## src/rtl/i2c_slave_regif_pkg.sv

```systemverilog
// i2c_pkg: I2C FSM state encoding and bus bit constants shared by the target and master
package i2c_pkg;
  typedef enum logic [3:0] {
    ST_IDLE,
    ST_ADDR,
    ST_ADDR_ACK,
    ST_PTR,
    ST_PTR_ACK,
    ST_WDATA,
    ST_WDATA_ACK,
    ST_RDATA,
    ST_RDATA_ACK,
    ST_WAIT_STOP
  } i2c_state_t;
  localparam logic I2C_RW_WRITE = 1'b0;
  localparam logic I2C_RW_READ  = 1'b1;
  localparam logic I2C_ACK      = 1'b0;
  localparam logic I2C_NACK     = 1'b1;
endpackage

```

## src/rtl/i2c_slave_regif_if.sv

```systemverilog
// i2c_slave_regif_if: I2C pin-level signals plus the user register port of the target
interface i2c_slave_regif_if;
  logic       scl_in;
  logic       sda_in;
  logic       tristate;
  logic       sda_out;
  logic [7:0] reg_addr;
  logic [7:0] reg_wdata;
  logic       reg_wr_en;
  logic       reg_rd_en;
  logic [7:0] reg_rdata;
  logic       busy;
  modport slave (
    input  scl_in, sda_in, reg_rdata,
    output tristate, sda_out, reg_addr, reg_wdata, reg_wr_en, reg_rd_en, busy
  );
  modport master (
    output scl_in, sda_in, reg_rdata,
    input  tristate, sda_out, reg_addr, reg_wdata, reg_wr_en, reg_rd_en, busy
  );
endinterface

```

## src/rtl/i2c_slave_regif_bus_sync.sv

```systemverilog
// i2c_bus_sync: synchronises SCL/SDA and produces rise/fall/START/STOP pulses
module i2c_bus_sync #(
  parameter int SYNC_STAGES = 2
) (
  input  logic clk,
  input  logic rst,
  input  logic scl_in,
  input  logic sda_in,
  output logic scl,
  output logic sda,
  output logic scl_rise,
  output logic scl_fall,
  output logic start,
  output logic stop
);
  logic [SYNC_STAGES-1:0] scl_sync_q, scl_sync_d, sda_sync_q, sda_sync_d;
  logic scl_prev_q, scl_prev_d, sda_prev_q, sda_prev_d;
  // shift the async lines through the chain and keep one history bit for edge detection
  always_comb begin
    scl_sync_d = {scl_sync_q[SYNC_STAGES-2:0], scl_in};
    sda_sync_d = {sda_sync_q[SYNC_STAGES-2:0], sda_in};
    scl_prev_d = scl_sync_q[SYNC_STAGES-1];
    sda_prev_d = sda_sync_q[SYNC_STAGES-1];
  end
  // registers reset to the idle-bus level so no edge is seen when reset releases
  always_ff @(posedge clk) begin
    if (!rst) begin
      scl_sync_q <= '1;
      sda_sync_q <= '1;
      scl_prev_q <= 1'b1;
      sda_prev_q <= 1'b1;
    end else begin
      scl_sync_q <= scl_sync_d;
      sda_sync_q <= sda_sync_d;
      scl_prev_q <= scl_prev_d;
      sda_prev_q <= sda_prev_d;
    end
  end
  assign scl      = scl_sync_q[SYNC_STAGES-1];
  assign sda      = sda_sync_q[SYNC_STAGES-1];
  assign scl_rise = scl && !scl_prev_q;
  assign scl_fall = !scl && scl_prev_q;
  assign start    = scl && scl_prev_q && sda_prev_q && !sda;
  assign stop     = scl && scl_prev_q && !sda_prev_q && sda;
endmodule

```

## src/rtl/i2c_slave_regif.sv

```systemverilog
// i2c_slave_regif: I2C register-access target bridging the bus to a user register port
module i2c_slave_regif
  import i2c_pkg::*;
#(
  parameter logic [6:0] SLAVE_ADDR  = 7'h68,
  parameter int         SYNC_STAGES = 2
) (
  input logic               clk,
  input logic               rst,
  i2c_slave_regif_if.slave  bus
);
  logic scl, sda, scl_rise, scl_fall, start, stop;
  i2c_state_t state_q, state_d;
  logic [3:0] cnt_q, cnt_d;
  logic [6:0] rx_q, rx_d;
  logic [7:0] tx_q, tx_d, addr_q, addr_d, wdata_q, wdata_d, byte_in;
  logic rw_q, rw_d, ptr_seen_q, ptr_seen_d, load_q, load_d, tristate_q, tristate_d;
  logic wr_en_q, wr_en_d, rd_en_q, rd_en_d, busy_q, busy_d;

  i2c_bus_sync #(.SYNC_STAGES(SYNC_STAGES)) u_sync (
    .clk(clk), .rst(rst), .scl_in(bus.scl_in), .sda_in(bus.sda_in),
    .scl(scl), .sda(sda), .scl_rise(scl_rise), .scl_fall(scl_fall), .start(start), .stop(stop)
  );

  // next-state: bit sampling on rise, SDA updates on fall, START/STOP override everything
  always_comb begin
    state_d    = state_q;
    cnt_d      = cnt_q;
    rx_d       = rx_q;
    tx_d       = tx_q;
    rw_d       = rw_q;
    ptr_seen_d = ptr_seen_q;
    load_d     = rd_en_q;
    tristate_d = tristate_q;
    addr_d     = addr_q;
    wdata_d    = wdata_q;
    wr_en_d    = 1'b0;
    rd_en_d    = 1'b0;
    busy_d     = busy_q;
    byte_in    = {rx_q, sda};
    if (scl_rise) begin
      rx_d  = byte_in[6:0];
      cnt_d = (cnt_q == 4'd8) ? cnt_q : cnt_q + 4'd1;
    end
    if (load_q && state_q == ST_RDATA) begin
      tx_d       = bus.reg_rdata;
      tristate_d = scl ? tristate_q : bus.reg_rdata[7];
    end
    case (state_q)
      ST_ADDR: if (scl_rise && cnt_q == 4'd7) begin
        rw_d    = sda;
        state_d = (byte_in[7:1] == SLAVE_ADDR) ? ST_ADDR_ACK : ST_WAIT_STOP;
      end
      ST_ADDR_ACK: if (scl_fall) begin
        tristate_d = !tristate_q;
        if (!tristate_q) begin
          cnt_d   = 4'd0;
          state_d = (rw_q == I2C_RW_WRITE) ? (ptr_seen_q ? ST_WDATA : ST_PTR) : ST_RDATA;
          rd_en_d = (rw_q == I2C_RW_READ);
        end
      end
      ST_PTR: if (scl_rise && cnt_q == 4'd7) begin
        addr_d     = byte_in;
        ptr_seen_d = 1'b1;
        state_d    = ST_PTR_ACK;
      end
      ST_PTR_ACK: if (scl_fall) begin
        tristate_d = !tristate_q;
        if (!tristate_q) begin
          cnt_d   = 4'd0;
          state_d = ST_WDATA;
        end
      end
      ST_WDATA: if (scl_rise && cnt_q == 4'd7) begin
        wdata_d = byte_in;
        wr_en_d = 1'b1;
        state_d = ST_WDATA_ACK;
      end
      ST_WDATA_ACK: if (scl_fall) begin
        tristate_d = !tristate_q;
        if (!tristate_q) begin
          cnt_d   = 4'd0;
          addr_d  = addr_q + 8'd1;
          state_d = ST_WDATA;
        end
      end
      ST_RDATA: if (scl_fall) begin
        if (cnt_q == 4'd8) begin
          tristate_d = 1'b1;
          state_d    = ST_RDATA_ACK;
        end else if (cnt_q == 4'd0) begin
          tristate_d = tx_q[7];
        end else begin
          tx_d       = {tx_q[6:0], 1'b1};
          tristate_d = tx_q[6];
        end
      end
      ST_RDATA_ACK: if (scl_rise) begin
        if (sda == I2C_NACK) begin
          state_d = ST_WAIT_STOP;
        end else begin
          cnt_d   = 4'd0;
          addr_d  = addr_q + 8'd1;
          rd_en_d = 1'b1;
          state_d = ST_RDATA;
        end
      end
      default: ;
    endcase
    if (start) begin
      state_d    = ST_ADDR;
      cnt_d      = 4'd0;
      tristate_d = 1'b1;
      busy_d     = 1'b1;
    end
    if (stop) begin
      state_d    = ST_IDLE;
      cnt_d      = 4'd0;
      tristate_d = 1'b1;
      busy_d     = 1'b0;
      ptr_seen_d = 1'b0;
    end
  end

  // state and output registers; reset releases SDA immediately
  always_ff @(posedge clk) begin
    if (!rst) begin
      state_q    <= ST_IDLE;
      cnt_q      <= 4'd0;
      rx_q       <= 7'd0;
      tx_q       <= 8'hff;
      rw_q       <= 1'b0;
      ptr_seen_q <= 1'b0;
      load_q     <= 1'b0;
      tristate_q <= 1'b1;
      addr_q     <= 8'd0;
      wdata_q    <= 8'd0;
      wr_en_q    <= 1'b0;
      rd_en_q    <= 1'b0;
      busy_q     <= 1'b0;
    end else begin
      state_q    <= state_d;
      cnt_q      <= cnt_d;
      rx_q       <= rx_d;
      tx_q       <= tx_d;
      rw_q       <= rw_d;
      ptr_seen_q <= ptr_seen_d;
      load_q     <= load_d;
      tristate_q <= tristate_d;
      addr_q     <= addr_d;
      wdata_q    <= wdata_d;
      wr_en_q    <= wr_en_d;
      rd_en_q    <= rd_en_d;
      busy_q     <= busy_d;
    end
  end

  assign bus.tristate  = tristate_q;
  assign bus.sda_out   = tristate_q;
  assign bus.reg_addr  = addr_q;
  assign bus.reg_wdata = wdata_q;
  assign bus.reg_wr_en = wr_en_q;
  assign bus.reg_rd_en = rd_en_q;
  assign bus.busy      = busy_q;
endmodule

```

## src/flat_wrapper.sv

```systemverilog
// flat-port wrapper written by rule: the top's interface ports become plain ports
module i2c_slave_regif_flat import i2c_pkg::*;
#(
  parameter logic [6:0] SLAVE_ADDR  = 7'h68,
  parameter int         SYNC_STAGES = 2
)
  (clk, rst, bus_scl_in, bus_sda_in, bus_reg_rdata, bus_tristate, bus_sda_out, bus_reg_addr, bus_reg_wdata, bus_reg_wr_en, bus_reg_rd_en, bus_busy);
  i2c_slave_regif_if bus_i ();
  input logic clk;
  input logic rst;
  input wire logic [$bits(bus_i.scl_in)-1:0] bus_scl_in;
  input wire logic [$bits(bus_i.sda_in)-1:0] bus_sda_in;
  input wire logic [$bits(bus_i.reg_rdata)-1:0] bus_reg_rdata;
  output wire logic [$bits(bus_i.tristate)-1:0] bus_tristate;
  output wire logic [$bits(bus_i.sda_out)-1:0] bus_sda_out;
  output wire logic [$bits(bus_i.reg_addr)-1:0] bus_reg_addr;
  output wire logic [$bits(bus_i.reg_wdata)-1:0] bus_reg_wdata;
  output wire logic [$bits(bus_i.reg_wr_en)-1:0] bus_reg_wr_en;
  output wire logic [$bits(bus_i.reg_rd_en)-1:0] bus_reg_rd_en;
  output wire logic [$bits(bus_i.busy)-1:0] bus_busy;
  assign bus_i.scl_in = bus_scl_in;
  assign bus_i.sda_in = bus_sda_in;
  assign bus_i.reg_rdata = bus_reg_rdata;
  assign bus_tristate = bus_i.tristate;
  assign bus_sda_out = bus_i.sda_out;
  assign bus_reg_addr = bus_i.reg_addr;
  assign bus_reg_wdata = bus_i.reg_wdata;
  assign bus_reg_wr_en = bus_i.reg_wr_en;
  assign bus_reg_rd_en = bus_i.reg_rd_en;
  assign bus_busy = bus_i.busy;
  i2c_slave_regif #(.SLAVE_ADDR(SLAVE_ADDR), .SYNC_STAGES(SYNC_STAGES)) u_core (.clk(clk), .rst(rst), .bus(bus_i));
endmodule
```

## config.mk

```make
export PLATFORM = sky130hd
export DESIGN_NAME = i2c_slave_regif_flat
export DESIGN_NICKNAME = d
export VERILOG_FILES = /design/src/rtl/i2c_slave_regif_pkg.sv /design/src/rtl/i2c_slave_regif_if.sv /design/src/rtl/i2c_slave_regif_bus_sync.sv /design/src/rtl/i2c_slave_regif.sv /design/src/flat_wrapper.sv
export SDC_FILE = /design/constraint.sdc
export NUM_CORES = 1
export LEC_CHECK = 0
export ABC_CLOCK_PERIOD_IN_PS = 1900
export BUFFER_PORTS_ARGS = -buffer_cell sky130_fd_sc_hd__buf_2
export CAP_MARGIN = 20
export CORE_UTILIZATION = 30
export CTS_CLUSTER_DIAMETER = 40
export DETAILED_ROUTE_END_ITERATION = 6
export PLACE_DENSITY = 0.59
export REMOVE_ABC_BUFFERS = 1
export SLEW_MARGIN = 20
export SYNTH_ARGS = -nofsm -noshare
export SYNTH_HDL_FRONTEND = slang
export SYNTH_SLANG_ARGS = --single-unit
```

## constraint.sdc

```tcl
create_clock -name clk -period 1.9 [get_ports clk]
set_input_delay 0.095 -clock clk [delete_from_list [all_inputs] [get_ports clk]]
set_output_delay 0.095 -clock clk [all_outputs]
set_load 0.005 [all_outputs]
```

### Word-level counts from Yosys, hierarchy flattened

Cells that the tools add are included.

| storage, ports and cells | value |
|---|---|
| bits in registers | 52 |
| latch bits | 0 |
| RAM bits | 0 |
| ROM bits | 0 |
| input port bits | 12 |
| output and inout port bits | 21 |
| word-level logic and storage cells | 131 |
| memories kept | 0 |

| cells by class | value |
|---|---|
| $add $sub $neg | 2 |
| multiply operators | 0 |
| divide/modulo/power cells | 0 |
| $lt $le $gt $ge | 0 |
| equality and inequality tests | 34 |
| shift-type cells | 0 |
| multiplexer cells | 47 |
| bitwise operators | 1 |
| reduce and logical (&&, ||, !) cells | 29 |

Operator list:

| cell | number |
|---|---|
| 2-to-1 mux 8 bit | 10 |
| 2-to-1 mux 4 bit | 19 |
| one-hot mux 4 bit (7 select lines) | 1 |
| != test 3 x 1 -> 1 bit (second input constant) | 8 |
| one-hot mux 8 bit (3 select lines) | 1 |
| AND reduction 11 bit | 2 |
| == test 4 x 3 -> 1 bit (second input constant) | 5 |
| != test 2 x 1 -> 1 bit (second input constant) | 9 |
| 2-to-1 mux 1 bit | 12 |
| logical AND 1 bit | 9 |
| adder 8 x 1 -> 8 bit (second input constant) | 1 |
| == test 4 x 2 -> 1 bit (second input constant) | 2 |
| == test 4 bit (second input constant) | 2 |
| != test 2 bit (second input constant) | 4 |
| one-hot mux 4 bit (2 select lines) | 1 |
| AND reduction 2 bit | 4 |
| nonzero test 8 bit | 1 |
| == test 7 bit (second input constant) | 1 |
| nonzero test 7 bit | 1 |
| != test 3 x 2 -> 1 bit (second input constant) | 2 |
| AND reduction 6 bit | 1 |
| OR reduction 3 bit | 2 |
| logical NOT 1 bit | 5 |
| adder 4 x 1 -> 4 bit (second input constant) | 1 |
| other kinds (7) | 9 |

### Depth between registers and ports, before layout

| depth | value |
|---|---|
| word-level depth | 7 |
| depth in mapped cells | 7 |
| mapped depth without buffers | 7 |

### Modules after synthesis

A second synthesis with hierarchy kept.

| second synthesis, totals | value |
|---|---|
| cells, all modules | 302 |
| area, all modules | 2601.2 um2 |

By module, submodules not included:

| module | instances | cells each | area each (um2) | sequential area each (um2) |
|---|---|---|---|---|
| i2c_slave_regif | 1 | 286 | 2411.1 | 920.9 |
| i2c_bus_sync | 1 | 16 | 190.2 | 120.1 |

### Worst setup path before layout

Ideal clock, no wire load.

| path | value |
|---|---|
| path type | register to register |
| start point | register u_core.state_q[3] |
| end point | register u_core.addr_q[2], in the netlist u_core.bus.reg_addr[2] |
| data arrival time | 1611 ps |
| required time | 1768 ps |
| setup slack | 157 ps |
| cell stages (with the launch flop) | 8 |
| clock period less this slack | 1743 ps |
| path through | dfxtp_1 buf_4 or3b_4 a21o_1 a21o_1 buf_6 o21ai_0 a21oi_1 |

| between the ends | value |
|---|---|
| word-level cells in the longest chain between the ends | 3 |
| elaborated cells on any way between the ends | 11 |
| those cells by class | eq/ne: 8; mux: 1; reduce/logical: 2 |

Ends and longest elaborated chain:

| element | line | source |
|---|---|---|
| from (decl) | i2c_slave_regif.sv:13 | `i2c_state_t state_q, state_d;` |
| from (signal assigned) | i2c_slave_regif.sv:142 | `state_q <= state_d;` |
| == test 4 bit (tied with other cells) | i2c_slave_regif.sv:49 | `case (state_q)` |
| != test 2 x 1 -> 1 bit (no source line) (tied with other cells) | -- |  |
| AND reduction 6 bit (no source line) | -- |  |
| to (signal assigned) | i2c_slave_regif.sv:150 | `addr_q <= addr_d;` |
| to (decl) | i2c_slave_regif.sv:16 | `logic [7:0] tx_q, tx_d, addr_q, addr_d, wdata_q, wdata_d, byte_in;` |

Several ways; a longest one is shown, not always the timed one.
A chain may end at the register's enable or synchronous reset.

### Final worst setup path

| path | value |
|---|---|
| start point | register u_core.state_q[2] |
| end point | register u_core.addr_q[3], in the netlist u_core.bus.reg_addr[3] |

The elaborated chain is that of the path after synthesis.

==> impl_metrics.csv <==
group,metric,value,unit
outcome,status,"finished, final reports clean",
sta,slew_violations,0,
min_path,hold_path.class,"in -> reg",
yosys,async_flop_share,0,%
drt,drtIter0Drc,131,
yosys,synth-seq-cells,52,
yosys,syn-cell-area,2600,sq um
critical_path,crit_type,"reg -> reg",
floorplanning,die_h,95.1,um
floorplanning,io_pins,33,
critical_path,slowest_stage,"or3b_4",
power_and_ir_drop,p_total,0.00188,W
power_and_ir_drop,p_per_area,602,nW/um^2
power_and_ir_drop,p_comb_share,4.8,%
cts,clkSlewWorstSetupHoldPaths,0.09,ns
critical_path,critPathLaunchType,"flip-flop",
power_and_ir_drop,p_switching,0.000416,W
sta,worst_pin_slew,0.412,ns
floorplanning,fp.dieW,95.1,um
yosys,synth_most_common_cell,"dfxtp_1",
drt,ant_nets,0,
power_and_ir_drop,p_sw_share,22.1,%
global_routing,antenna_found_initial,0,
yosys,ys_types,52,
power_and_ir_drop,p_leak,1.24,nW
yosys,synth.area.top_cells,"dfxtp_1 40%, mux2i_1 6.9%, nand2_1 6.2%",
place,io_buffer_count,32,
drt,via_count,2326,
cells_and_area,areaGrowthSynthToFinish,20.0,%
power_and_ir_drop,power.share.clock,36.2,%
drt,wl_per_cell,13.3,um
yosys,synth_edf_count,0,
place,dp_hpwl,4440,um
yosys,yosys.area.top_type,"dfxtp_1",
power_and_ir_drop,intPower,0.00146,W
floorplanning,initial_core_util,31.3,%
global_routing,grt_max_degree,19,
cts,clock-root-buffer,"clkbuf_8",
floorplanning,die-area,9050,sq um
cts,ctsHtreeMaxLevel,2,
cells_and_area,n_antenna_cell,0,
power_and_ir_drop,peakVddDrop,340,uV
critical_path,required,2.11,ns
yosys,synth_area_per_cell,8.39,sq um
drt,viasPerCell,5.06,
yosys,synth_common_cells,"52 x dfxtp_1, 43 x nand2_1, 27 x a21oi_1",
sta,finClkSkew,0.00577,ns
critical_path,r2r_slack,0.13,ns
critical_path,cp-end-kind,"flip-flop",
sta,finalSetupViolations,0,
sta,timing.hold.ws,0.0607,ns
yosys,ys.flop_type,"dfxtp_1",
sta,slew_headroom,72.3,%
yosys,synthCells,310,
job,max-cap-violations,0,
cts,cts_sinks,52,
floorplanning,core_area,8300,sq um
yosys,synth_top_area_share,40.0,%
sta,post-route-period-util,93.3,%
critical_path,cp_max_fo,13,
critical_path,crit_buf_inv,1,
sta,fin_crit,1.77,ns
drt,firstDrtPassIters,4,
floorplanning,rows,33,
sta,tns,0,ns
place,numPlacedInstances,450,
critical_path,crit_family,"compound AO/OA/AOI/OAI gates",
drt,wl,6120,um
cells_and_area,final_nets,370,
yosys,seq_area_frac_synth,40.0,%
critical_path,cp.arrival,1.98,ns
sta,finalHoldViolCount,0,
cells_and_area,drive_above_1_share,22.8,%
yosys,yosysWarnings,0,
power_and_ir_drop,seqPwrFrac,59.0,%
sta,rsz0062_at_grt,"no",
cts,cts_buffers,5,
critical_path,cp_cell_sequence,"or3b_4 > a21o_1 > buf_4 > o31a_1 > o32ai_1",
cts,cts.path.max_buffers,2,
cells_and_area,fin_util,37.6,%
sta,max_freq,564,MHz
cts,tritoncts,"yes",
global_routing,grt_pass1_wl,9950,um
cells_and_area,fin_cells,460,
critical_path,max_stage_delay,0.43,ns
cts,worstSkewPairLatency,0.30,ns
place,gp_congestion,0.897,
global_routing,grt_pass1_vias,2133,
cts,postCtsSetupRepairBufs,0,
global_routing,grt.overflow.total,0,
global_routing,grtUsageTotal,13.8,%
drt,drc,0,
==> metal layers <==
layer / part of all wire [%] / vias up / track usage [%]
li1: - / 1192 / -
met1: 48 / 1073 / 17.7
met2: 47 / 55 / 23.2
met3: 4.5 / 6 / 3.35
met4: 1.0 / 0 / 3.54
met5: 0 / - / 0
==> kinds of logic (layout without fill, tap and decap cells) <==
| logic type | after synthesis | in the layout | synth area share, % |
|---|---|---|---|
| multiplexers | 25 | 25 | 9.96 |
| adder cells (fa/ha/maj) | 3 | 3 | 1.44 |
| AO/OA/AOI/OAI | 75 | 75 | 18.9 |
| flip-flops | 52 | 52 | 40.0 |
| AND/OR/NAND/NOR | 123 | 123 | 23.6 |
| buffers and inverters | 29 | 74 | 5.10 |
| XOR/XNOR | 3 | 3 | 1.01 |
==> timing repair <==
| item | CTS | global route |
|---|---|---|
| endpoints found under the setup margin | 0 | 12 |
| hold buffers | 2 | 0 |
| resized for setup | 0 | 7 |
| hold endpoints to repair | 2 | 0 |
==> worst min-delay path: stages <==
cell and delay, ns:
buf_2 0.08, nand3_1 0.07, nand4b_1 0.09
==> layout by cell type, fill, tap and decap left out, drive strengths merged, types with 2 or more instances in the layout <==
| cell type | synthesis | routed |
|---|---|---|
| o22ai | 3 | 3 |
| o21ai | 8 | 8 |
| a22oi | 2 | 2 |
| nor2b | 6 | 6 |
| nand4 | 3 | 3 |
| mux2 | 7 | 7 |
| nand3 | 9 | 9 |
| ha | 3 | 3 |
| or3 | 2 | 2 |
| nor3b | 5 | 5 |
| o32ai | 2 | 2 |
| nor2 | 25 | 25 |
| clkbuf | 11 | 7 |
| o31ai | 4 | 4 |
| and4b | 2 | 2 |
| inv | 6 | 6 |
| o21bai | 3 | 3 |
| xnor2 | 3 | 3 |
| and2 | 2 | 2 |
| nand2b | 8 | 8 |
| a211o | 2 | 2 |
| nand3b | 4 | 4 |
| dlygate4sd3 | 0 | 2 |
| o31a | 3 | 3 |
| nor3 | 6 | 6 |
| a21oi | 28 | 28 |
| a31oi | 4 | 4 |
| and3 | 2 | 2 |
| a21o | 6 | 6 |
| nand2 | 43 | 43 |
| mux2i | 18 | 18 |
| dfxtp | 52 | 52 |
| a32oi | 2 | 2 |
| buf | 11 | 58 |
==> worst paths after layout <==
check | end | depth (start not counted) | from
max | u_core.bus.reg_addr[3]$_SDFFE_PN0P_ | 5 | u_core.state_q[2]$_SDFFE_PP0P_
min | u_core.tx_q[0]$_SDFF_PN1_ | 3 | bus_reg_rdata[0]
max reg2reg | u_core.bus.reg_addr[3]$_SDFFE_PN0P_ | 5 | u_core.state_q[2]$_SDFFE_PP0P_
min reg2reg | u_core.u_sync.scl_sync_q[1]$_SDFF_PN1_ | 1 | u_core.u_sync.scl_sync_q[0]$_SDFF_PN1_
==> state kept, by name (all words and copies together), names as in the netlist, 2 cells and up <==
register,flops
u_core.u_sync.scl_sync_q,2
u_core.cnt_q,4
u_core.bus.reg_addr,8
u_core.u_sync.sda_sync_q,2
u_core.bus.reg_wdata,8
u_core.state_q,4
u_core.rx_q,7
u_core.tx_q,8
==> per-stage QoR <==
stage / area (sq um) / setup WS [ns]
floorplan: 2490 / -0.435
global placement: 2990 / 0.159
detailed placement: 2990 / 0.118
CTS: 3100 / 0.0908
global route: 3120 / 0.0123
finish: 3120 / 0.126
==> power groups by stage <==
stage	combinational, W	clock, W	sequential [W]
2_1_floorplan	0.0000350	0	0.00114
3_5_place_dp	0.0000873	0	0.00113
6_report	0.0000898	0.000681	0.00111
5_1_grt	0.0000993	0.000750	0.00111
4_1_cts	0.0000905	0.000700	0.00111
3_3_place_gp	0.0000870	0	0.00113
==> final cells by class <==
| class | count | area, sq um |
|---|---|---|
| Tap cell | 105 | 131 |
| Timing Repair Buffer | 60 | 385 |
| Multi-Input combinational cell | 229 | 1440 |
| Sequential cell | 52 | 1050 |
| Fill cell | 831 | 5180 |
| Clock buffer | 7 | 96.3 |
| Inverter | 7 | 26.3 |
Power figures use the tool's default switching activity.
